[config.mk]
export PLATFORM = sky130hd
export DESIGN_NAME = seg7_scan_driver_flat
export DESIGN_NICKNAME = d
export VERILOG_FILES = /design/src/rtl/seg7_scan_driver_if.sv /design/src/rtl/seg7_scan_driver.sv /design/src/flat_wrapper.sv
export SDC_FILE = /design/constraint.sdc
export NUM_CORES = 1
export LEC_CHECK = 0
export BUFFER_PORTS_ARGS = -buffer_cell sky130_fd_sc_hd__buf_4
export CORE_ASPECT_RATIO = 1.2
export CORE_MARGIN = 5
export CORE_UTILIZATION = 53
export CTS_CLUSTER_SIZE = 28
export DETAILED_ROUTE_END_ITERATION = 10
export PLACE_DENSITY = 0.69
export SLEW_MARGIN = 40
export SYNTH_ARGS = -nofsm -noshare
export SYNTH_HDL_FRONTEND = slang
export SYNTH_SLANG_ARGS = --single-unit
[constraint.sdc]
create_clock -name clk -period 4.55 [get_ports clk]
set_clock_uncertainty 0.05 [all_clocks]
set_input_delay 0.6825 -clock clk [delete_from_list [all_inputs] [get_ports clk]]
set_output_delay 0.6825 -clock clk [all_outputs]
set_load 0.01 [all_outputs]
[src/rtl/seg7_scan_driver_if.sv]
// Host-side bundle for the 7-segment scan driver: write strobe, digit data and masks in,
// drive lines and status out.
interface seg7_scan_driver_if #(
   parameter int NUM_DIGITS = 4
);
   logic                    load;
   logic [4*NUM_DIGITS-1:0] codes;
   logic [NUM_DIGITS-1:0]   blank_mask;
   logic [NUM_DIGITS-1:0]   blink_mask;
   logic [6:0]              seg;
   logic [NUM_DIGITS-1:0]   dig_en;
   logic                    pending;
   logic                    frame_done;

   modport master (
      output load, codes, blank_mask, blink_mask,
      input  seg, dig_en, pending, frame_done
   );

   modport slave (
      input  load, codes, blank_mask, blink_mask,
      output seg, dig_en, pending, frame_done
   );
endinterface

[src/rtl/seg7_scan_driver.sv]
// Time-multiplexed hex 7-segment driver with dead-time anti-ghosting, per-digit blank/blink
// and a double-buffered display image that only changes at frame boundaries.
module seg7_scan_driver #(
   parameter int NUM_DIGITS     = 4,
   parameter int SCAN_DIV       = 50000,
   parameter int DEAD_CYCLES    = 500,
   parameter int BLINK_FRAMES   = 100,
   parameter bit SEG_ACTIVE_LOW = 1'b1,
   parameter bit DIG_ACTIVE_LOW = 1'b1
) (
   input logic              clk,
   input logic              reset,
   seg7_scan_driver_if.slave bus
);

   localparam int DIV_W = $clog2(SCAN_DIV);
   localparam int IDX_W = (NUM_DIGITS > 1) ? $clog2(NUM_DIGITS) : 1;
   localparam int FRM_W = (BLINK_FRAMES > 1) ? $clog2(BLINK_FRAMES) : 1;

   localparam logic [DIV_W-1:0] DIV_LAST   = DIV_W'(SCAN_DIV - 1);
   localparam logic [DIV_W-1:0] DEAD_START = DIV_W'(DEAD_CYCLES);
   localparam logic [IDX_W-1:0] IDX_LAST   = IDX_W'(NUM_DIGITS - 1);
   localparam logic [FRM_W-1:0] FRM_LAST   = FRM_W'(BLINK_FRAMES - 1);

   localparam logic [6:0]            SEG_OFF = SEG_ACTIVE_LOW ? 7'h7F : 7'h00;
   localparam logic [NUM_DIGITS-1:0] DIG_OFF = DIG_ACTIVE_LOW ? '1 : '0;

   logic [DIV_W-1:0]        div_q, div_d;
   logic [IDX_W-1:0]        idx_q, idx_d;
   logic [FRM_W-1:0]        frameCnt_q, frameCnt_d;
   logic                    blinkPhase_q, blinkPhase_d;
   logic [4*NUM_DIGITS-1:0] actCodes_q, actCodes_d, pendCodes_q, pendCodes_d;
   logic [NUM_DIGITS-1:0]   actBlank_q, actBlank_d, pendBlank_q, pendBlank_d;
   logic [NUM_DIGITS-1:0]   actBlink_q, actBlink_d, pendBlink_q, pendBlink_d;
   logic                    pending_q, pending_d;
   logic                    frameDone_q, frameDone_d;
   logic [6:0]              seg_q, seg_d;
   logic [NUM_DIGITS-1:0]   digEn_q, digEn_d;

   logic                    slotEnd, frameEnd;
   logic [3:0]              curCode;
   logic                    digitDark, digitLit;
   logic [NUM_DIGITS-1:0]   litMask;
   logic [6:0]              segRaw;

   function automatic logic [6:0] hexToSeg(input logic [3:0] value);
      logic [6:0] pattern;
      case (value)
         4'h0: pattern = 7'h7E;
         4'h1: pattern = 7'h30;
         4'h2: pattern = 7'h6D;
         4'h3: pattern = 7'h79;
         4'h4: pattern = 7'h33;
         4'h5: pattern = 7'h5B;
         4'h6: pattern = 7'h5F;
         4'h7: pattern = 7'h70;
         4'h8: pattern = 7'h7F;
         4'h9: pattern = 7'h7B;
         4'hA: pattern = 7'h77;
         4'hB: pattern = 7'h1F;
         4'hC: pattern = 7'h4E;
         4'hD: pattern = 7'h3D;
         4'hE: pattern = 7'h4F;
         default: pattern = 7'h47;
      endcase
      return pattern;
   endfunction

   // Slot divider, digit index and the frame counter that paces the blink phase.
   always_comb begin
      slotEnd      = (div_q == DIV_LAST);
      frameEnd     = slotEnd && (idx_q == IDX_LAST);
      div_d        = slotEnd ? '0 : div_q + 1'b1;
      idx_d        = idx_q;
      frameCnt_d   = frameCnt_q;
      blinkPhase_d = blinkPhase_q;
      frameDone_d  = frameEnd;
      if (slotEnd) begin
         idx_d = (idx_q == IDX_LAST) ? '0 : idx_q + 1'b1;
      end
      if (frameEnd) begin
         if (frameCnt_q == FRM_LAST) begin
            frameCnt_d   = '0;
            blinkPhase_d = ~blinkPhase_q;
         end else begin
            frameCnt_d = frameCnt_q + 1'b1;
         end
      end
   end

   // A load landing on the boundary cycle bypasses the pending buffer so it is never lost.
   always_comb begin
      actCodes_d  = actCodes_q;
      actBlank_d  = actBlank_q;
      actBlink_d  = actBlink_q;
      pendCodes_d = pendCodes_q;
      pendBlank_d = pendBlank_q;
      pendBlink_d = pendBlink_q;
      pending_d   = pending_q;
      if (frameEnd) begin
         pending_d = 1'b0;
         if (bus.load) begin
            actCodes_d = bus.codes;
            actBlank_d = bus.blank_mask;
            actBlink_d = bus.blink_mask;
         end else if (pending_q) begin
            actCodes_d = pendCodes_q;
            actBlank_d = pendBlank_q;
            actBlink_d = pendBlink_q;
         end
      end else if (bus.load) begin
         pendCodes_d = bus.codes;
         pendBlank_d = bus.blank_mask;
         pendBlink_d = bus.blink_mask;
         pending_d   = 1'b1;
      end
   end

   always_comb begin
      curCode   = actCodes_q[{idx_q, 2'b00} +: 4];
      digitDark = actBlank_q[idx_q] | (actBlink_q[idx_q] & blinkPhase_q);
      digitLit  = (div_q >= DEAD_START) && !digitDark;
      litMask   = '0;
      if (digitLit) begin
         litMask[idx_q] = 1'b1;
      end
      segRaw  = digitLit ? hexToSeg(curCode) : 7'h00;
      seg_d   = SEG_ACTIVE_LOW ? ~segRaw : segRaw;
      digEn_d = DIG_ACTIVE_LOW ? ~litMask : litMask;
   end

   always_ff @(posedge clk or posedge reset) begin
      if (reset) begin
         div_q        <= '0;
         idx_q        <= '0;
         frameCnt_q   <= '0;
         blinkPhase_q <= 1'b0;
         actCodes_q   <= '0;
         actBlank_q   <= '0;
         actBlink_q   <= '0;
         pendCodes_q  <= '0;
         pendBlank_q  <= '0;
         pendBlink_q  <= '0;
         pending_q    <= 1'b0;
         frameDone_q  <= 1'b0;
         seg_q        <= SEG_OFF;
         digEn_q      <= DIG_OFF;
      end else begin
         div_q        <= div_d;
         idx_q        <= idx_d;
         frameCnt_q   <= frameCnt_d;
         blinkPhase_q <= blinkPhase_d;
         actCodes_q   <= actCodes_d;
         actBlank_q   <= actBlank_d;
         actBlink_q   <= actBlink_d;
         pendCodes_q  <= pendCodes_d;
         pendBlank_q  <= pendBlank_d;
         pendBlink_q  <= pendBlink_d;
         pending_q    <= pending_d;
         frameDone_q  <= frameDone_d;
         seg_q        <= seg_d;
         digEn_q      <= digEn_d;
      end
   end

   assign bus.seg        = seg_q;
   assign bus.dig_en     = digEn_q;
   assign bus.pending    = pending_q;
   assign bus.frame_done = frameDone_q;

endmodule

[src/flat_wrapper.sv]
// flat-port wrapper written by rule: the top's interface ports become plain ports
module seg7_scan_driver_flat 
#(
   parameter int NUM_DIGITS     = 4,
   parameter int SCAN_DIV       = 50000,
   parameter int DEAD_CYCLES    = 500,
   parameter int BLINK_FRAMES   = 100,
   parameter bit SEG_ACTIVE_LOW = 1'b1,
   parameter bit DIG_ACTIVE_LOW = 1'b1
)
  (clk, reset, bus_load, bus_codes, bus_blank_mask, bus_blink_mask, bus_seg, bus_dig_en, bus_pending, bus_frame_done);
  seg7_scan_driver_if #(.NUM_DIGITS(NUM_DIGITS)) bus_i ();
  input logic clk;
  input logic reset;
  input wire logic [$bits(bus_i.load)-1:0] bus_load;
  input wire logic [$bits(bus_i.codes)-1:0] bus_codes;
  input wire logic [$bits(bus_i.blank_mask)-1:0] bus_blank_mask;
  input wire logic [$bits(bus_i.blink_mask)-1:0] bus_blink_mask;
  output wire logic [$bits(bus_i.seg)-1:0] bus_seg;
  output wire logic [$bits(bus_i.dig_en)-1:0] bus_dig_en;
  output wire logic [$bits(bus_i.pending)-1:0] bus_pending;
  output wire logic [$bits(bus_i.frame_done)-1:0] bus_frame_done;
  assign bus_i.load = bus_load;
  assign bus_i.codes = bus_codes;
  assign bus_i.blank_mask = bus_blank_mask;
  assign bus_i.blink_mask = bus_blink_mask;
  assign bus_seg = bus_i.seg;
  assign bus_dig_en = bus_i.dig_en;
  assign bus_pending = bus_i.pending;
  assign bus_frame_done = bus_i.frame_done;
  seg7_scan_driver #(.NUM_DIGITS(NUM_DIGITS), .SCAN_DIV(SCAN_DIV), .DEAD_CYCLES(DEAD_CYCLES), .BLINK_FRAMES(BLINK_FRAMES), .SEG_ACTIVE_LOW(SEG_ACTIVE_LOW), .DIG_ACTIVE_LOW(DIG_ACTIVE_LOW)) u_core (.clk(clk), .reset(reset), .bus(bus_i));
endmodule
# ---- Word level (Yosys, flattened, before mapping)
# Memory sizes are Yosys's and may differ from the RTL's.
# Index checks and enable logic that the tools add are counted.
dict set report totals {
  register_bits 87
  latch_bits 0
  ramBits 0
  mem_bits_ro 112
  input_bits 27
  out_inout_bits 13
  elab_cells 59
  n_memories 1
}
# memory words word_bits rd rd_clocked_by_memory_dff wr line_no
set mem_list {}
lappend mem_list {{(name not given)} 16 7 1 0 0 seg7_scan_driver.sv:48} ;# case (value)
dict set report op_classes {
  addsub 3
  n_mul 0
  n_div 0
  magnitude_cmp 3
  eq_ne 3
  shifts 1
  mux 19
  bitwise_logic 6
  n_reduce_logical 9
}
# operator count
set ops {}
lappend ops {{16-bit 2-to-1 mux} 3}
lappend ops {{4-bit 2-to-1 mux} 5}
lappend ops {{16-bit by 1-bit adder with 16-bit output, second input constant} 1}
lappend ops {{16-bit == test, second input constant} 1}
lappend ops {{16-bit by 9-bit greater-or-equal comparator with 1-bit output, second input constant} 1}
lappend ops {{16-bit by 5-bit variable part select with 4-bit output} 1}
lappend ops {{7-bit 2-to-1 mux} 2}
lappend ops {{7-bit by 1-bit adder with 7-bit output, second input constant} 1}
lappend ops {{7-bit == test, second input constant} 1}
lappend ops {{7-bit NOT} 1}
lappend ops {{2-bit AND reduction} 3}
lappend ops {{1-bit 2-to-1 mux} 5}
lappend ops {{1-bit binary-select mux with 2-bit select} 2}
lappend ops {{4-bit NOT} 1}
lappend ops {{2-bit nonzero test} 2}
lappend ops {{1-bit logical AND} 3}
lappend ops {{2-bit by 3-bit less-than comparator with 1-bit output, second input constant} 1}
lappend ops {{2-bit by 1-bit adder with 2-bit output, second input constant} 1}
lappend ops {{1-bit demux with 2-bit select} 1}
lappend ops {{2-bit == test, second input constant} 1}
lappend ops {{2-bit by 1-bit greater-or-equal comparator with 1-bit output, second input constant} 1}
lappend ops {{2-bit 2-to-1 mux} 1}
lappend ops {{1-bit NOT} 2}
lappend ops {{1-bit bitwise AND} 1}
lappend ops {{2 further kinds} 2}

# ---- Logic depth before layout (Yosys ltp)
dict set report depth {
  depth_word 8
  depth_mapped 8
  ltp_nobuf 7
}

# ---- Worst setup path after synthesis
# OpenSTA, ideal clock, no wires.
dict set report synth_path {
  path_type {register to register}
  start {register u_core.div_q[10]}
  end {register u_core.pendBlank_q[0]}
  setup_ns 0.125
  t_arrival_ns 2.229
  required_ns 4.375
  slack_ns 2.146
  stages_incl_launch_ff 7
  path_buffers 2
  synth_period_minus_slack_ns 2.404
  path_cell_list {dfrtp_1 or4_4 or4_4 buf_6 nand2_4 buf_4 mux2_2}
}
dict set report synth_via {
  elab_chain_cells 4
}
# element line_no
set synth_rtl {}
lappend synth_rtl {{start, declared} seg7_scan_driver.sv:28} ;# logic [DIV_W-1:0] div_q, div_d;
lappend synth_rtl {{start signal, assigned} seg7_scan_driver.sv:149} ;# div_q <= div_d;
lappend synth_rtl {{16-bit == test} seg7_scan_driver.sv:71} ;# slotEnd = (div_q == DIV_LAST);
lappend synth_rtl {{1-bit logical AND} seg7_scan_driver.sv:72} ;# frameEnd = slotEnd && (idx_q == IDX_LAST);
lappend synth_rtl {{1-bit NOT (no line)} n/a}
lappend synth_rtl {{2-bit AND reduction (no line)} n/a}
lappend synth_rtl {{end signal, assigned} seg7_scan_driver.sv:157} ;# pendBlank_q <= pendBlank_d;
lappend synth_rtl {{end, declared} seg7_scan_driver.sv:33} ;# logic [NUM_DIGITS-1:0] actBlank_q, actBlank_d, pendBlank_q, pendBlank_d;
# Every way passes these cells.
# A chain may end at the register's enable or synchronous reset.

# ---- Final worst setup path
dict set report layout_path {
  start {register u_core.div_q[10]}
  end {register u_core.actCodes_q[9]}
}
dict set report layout_via {
  elab_chain_cells 3
}
# element line_no
set layout_rtl {}
lappend layout_rtl {{16-bit == test} seg7_scan_driver.sv:71}
lappend layout_rtl {{1-bit logical AND} seg7_scan_driver.sv:72}
lappend layout_rtl {{2-bit AND reduction (no line)} n/a}
lappend layout_rtl {{end signal, assigned} seg7_scan_driver.sv:153} ;# actCodes_q <= actCodes_d;
lappend layout_rtl {{end, declared} seg7_scan_driver.sv:32} ;# logic [4*NUM_DIGITS-1:0] actCodes_q, actCodes_d, pendCodes_q, pendCodes_d;
# Every way passes these cells.

==> results.toml <==
[status]
status = "finished, final reports clean"

[timing]
grt_setup_unrepaired = "false"
setup_violations = 0
tightest_slew_ns = 0.694
relSlewSlack_pct = 53.6
hold_viol = 0
fin_crit_ns = 2.72
min_period_over_period_pct = 59.8
whs_ns = 0.261
tns_ns = 0
final_max_slew_viol_count = 0
fin_ws_ns = 1.83
max_freq_mhz = 367

[finish]
area_growth_pct = 14.3
fin_cells = 492
final_layout_size_suffix_gt1_share_pct = 26.8
seq_area_sq_um = 2190
fin_nets = 435
fillers = 624
utilization_pct = 62.2
fin_area_sq_um = 4770
multi_input_area_sq_um = 1860
antenna_cells = 0

[die]
fp.dieH_microns = 107
start_util_pct = 54.4
die_area_sq_um = 9750
die_x_microns = 91.0
core_area_sq_um = 7660
num_rows = 35
ioPinCount = 40

[synthesis]
netlist_area_sq_um = 4170
ys_seq_area_share_pct = 52.6
synth_top_area_share_pct = 45.6
yosysMostFrequentCell = "dfrtp_1"
ys.warnings.count = 0
synth_commonest_cells = "76 x dfrtp_1, 57 x o21ai_0, 29 x mux2i_1"
synth_edf_count = 0
ys.flop_type = "dfrtp_1"
syn_avg_cell_area_sq_um = 11.5
yosys-top-cells-area = "dfrtp_1 46%, mux2i_1 7.0%, dfstp_2 6.9%, o21ai_0 6.8%, mux2_2 6.8%"
synth_top_cell_by_area = "dfrtp_1"
syn_nets = 402
synthDistinctLibCells = 49
async_flop_share_pct = 100
synthCells = 362
ys_seq_elements = 87

[global_route]
track_usage_pct = 17.0
antenna_found_initial = 0
grt_pass1_wl_microns = 13500
grt_max_degree = 50
grt_pass1_vias = 2842
overflow = 0

[power_and_ir_drop]
ir_worst_vdd_uv = 238
power.density_nw_per_um2 = 328
p_leak_nw = 2.10
total_power_mw = 1.57

[clock_tree]
clk_pin_slew_ns = 0.09
clockBufferDepth = 2
cts_tree = "built"
cts_sinks = 87
post_cts.repair.setup_buffers = 0
cts_buffers = 9
worstSkewPairLatency_ns = 0.36
cts_resized = 0
h-tree-depth = 3
clockRootBuffer = "clkbuf_8"
ctsHoldBuffers = 0

[setup_path]
path_delay_family = "simple AND/OR/NAND/NOR gates"
setup.worst_path.start_class = "flip-flop"
crit_fanout = 38
crit_arrival_ns = 2.94
worst_r2r_startpoint = "u_core.div_q[10]"
worstPathRequired_ns = 4.77
reg2reg_depth = 4
critPathMostFrequentCell = "or4_4"
cp.buffers_inverters = 0
cpMaxStageDelayCell = "or4_4"
cp-end-kind = "flip-flop"
worst-setup-path-type = "flip-flop to flip-flop"
slowest_delay_ns = 0.74
r2r_slack_ns = 1.83
reg2reg_to = "u_core.actCodes_q[9]"
crit_chain = "or4_4 -> or4_4 -> or2_1 -> o21ai_0"

[place]
dp_hpwl_microns = 5370
gp_congestion = 0.797
post-place-ws_ns = 1.86
portBuffers = 39
dp.cells = 476
placed_area_sq_um = 4520

[drt]
drtAntennaViolNets = 0
avgRoutedWirePerCell_microns = 15.7
drt_iter0_markers = 125
vias_per_cell = 5.70
wl_microns = 7720
drc = 0
dr.pass1.iters = 4
vias = 2803

[worst_hold_path]
min_path_type = "input pin to async pin"

[job]
max_cap_violations = 0
registers in the layout, indices dropped and copies added (netlist names):
register,cells
u_core.actCodes_q,16
u_core.div_q,16
u_core.pendCodes_q,16
u_core.bus.seg,7
u_core.frameCnt_q,7
u_core.actBlank_q,4
u_core.actBlink_q,4
u_core.bus.dig_en,4
u_core.pendBlank_q,4
u_core.pendBlink_q,4
u_core.idx_q,2
u_core.blinkPhase_q,1
u_core.bus.frame_done,1
u_core.bus.pending,1
area by class of cell:
cell class | count | area share [%]
Clock inverter | 6 | 2.28
Timing Repair Buffer | 42 | 6.61
Tap cell | 92 | 2.41
Multi-Input combinational cell | 243 | 39.0
Inverter | 12 | 1.05
Sequential cell | 87 | 46.0
Clock buffer | 10 | 2.68
report_power, final:
part	switching, mW	internal [mW]
Sequential	0.0139	0.802
Combinational	0.0535	0.0549
Clock	0.276	0.364
worst reg2reg max path, stage by stage, from the launching register on:
cell and delay [ns]:
dfrtp_1 0.44, or4_4 0.58, or4_4 0.74, or2_1 0.54, o21ai_0 0.28
cells in the final DEF, fill, tap and decap left out, types with 2 or more instances in the layout:
cell type / synthesis / layout
clkbuf_8: 0 / 9
bufinv_16: 0 / 3
o21ai_0: 57 / 57
mux2i_1: 29 / 29
o211ai_1: 5 / 5
ha_1: 13 / 13
dfstp_2: 11 / 11
xor2_1: 7 / 7
nor2_1: 16 / 16
clkinv_2: 0 / 2
nand3_1: 7 / 7
dfrtp_1: 76 / 76
nand4_1: 4 / 4
and4_1: 2 / 2
nor3_1: 7 / 7
nand2b_1: 2 / 2
or3_1: 3 / 3
nand2_1: 21 / 21
xnor2_1: 5 / 5
a21oi_1: 5 / 5
mux4_2: 6 / 6
mux2_2: 25 / 25
buf_4: 2 / 42
inv_1: 12 / 11
a21o_1: 2 / 2
or4_4: 2 / 2
clkinv_4: 0 / 2
nor2b_1: 2 / 2
logic make-up (layout without fill, tap and decap cells):
kind of cell | count (synthesis) | in the layout | synth area share (%)
DFF | 87 | 87 | 52.6
AOI/OAI and AO/OA | 79 | 79 | 10.7
and+or+nand+nor | 79 | 79 | 10.1
muxes | 60 | 60 | 17.0
buffers and inverters | 32 | 70 | 3.27
adders and majority gates | 13 | 13 | 3.90
xor gates and xnor gates | 12 | 12 | 2.52
worst max-delay path by stage:
| stage | endpoint | depth (start not counted) | startpoint |
|---|---|---|---|
| 5_1_grt | u_core.actBlink_q[2] | 5 | u_core.idx_q[0] |
| 4_1_cts | u_core.actCodes_q[9] | 4 | u_core.div_q[10] |
| 2_1_floorplan | u_core.actBlank_q[0] | 1 | reset |
| 3_3_place_gp | u_core.bus.seg[0] | 3 | u_core.idx_q[0] |
| 3_5_place_dp | u_core.actCodes_q[4] | 4 | u_core.div_q[10] |
| 6_report | u_core.actCodes_q[9] | 4 | u_core.div_q[10] |
routing by layer:
layer / GRT usage, % / vias to the layer above / part of all wire [%]
met5: 0 / - / 0
met4: 6.08 / 0 / 1.8
met3: 3.65 / 12 / 4.0
met2: 26.9 / 52 / 49
met1: 23.2 / 1383 / 45
li1: - / 1356 / -
Power figures use the tool's default switching activity.
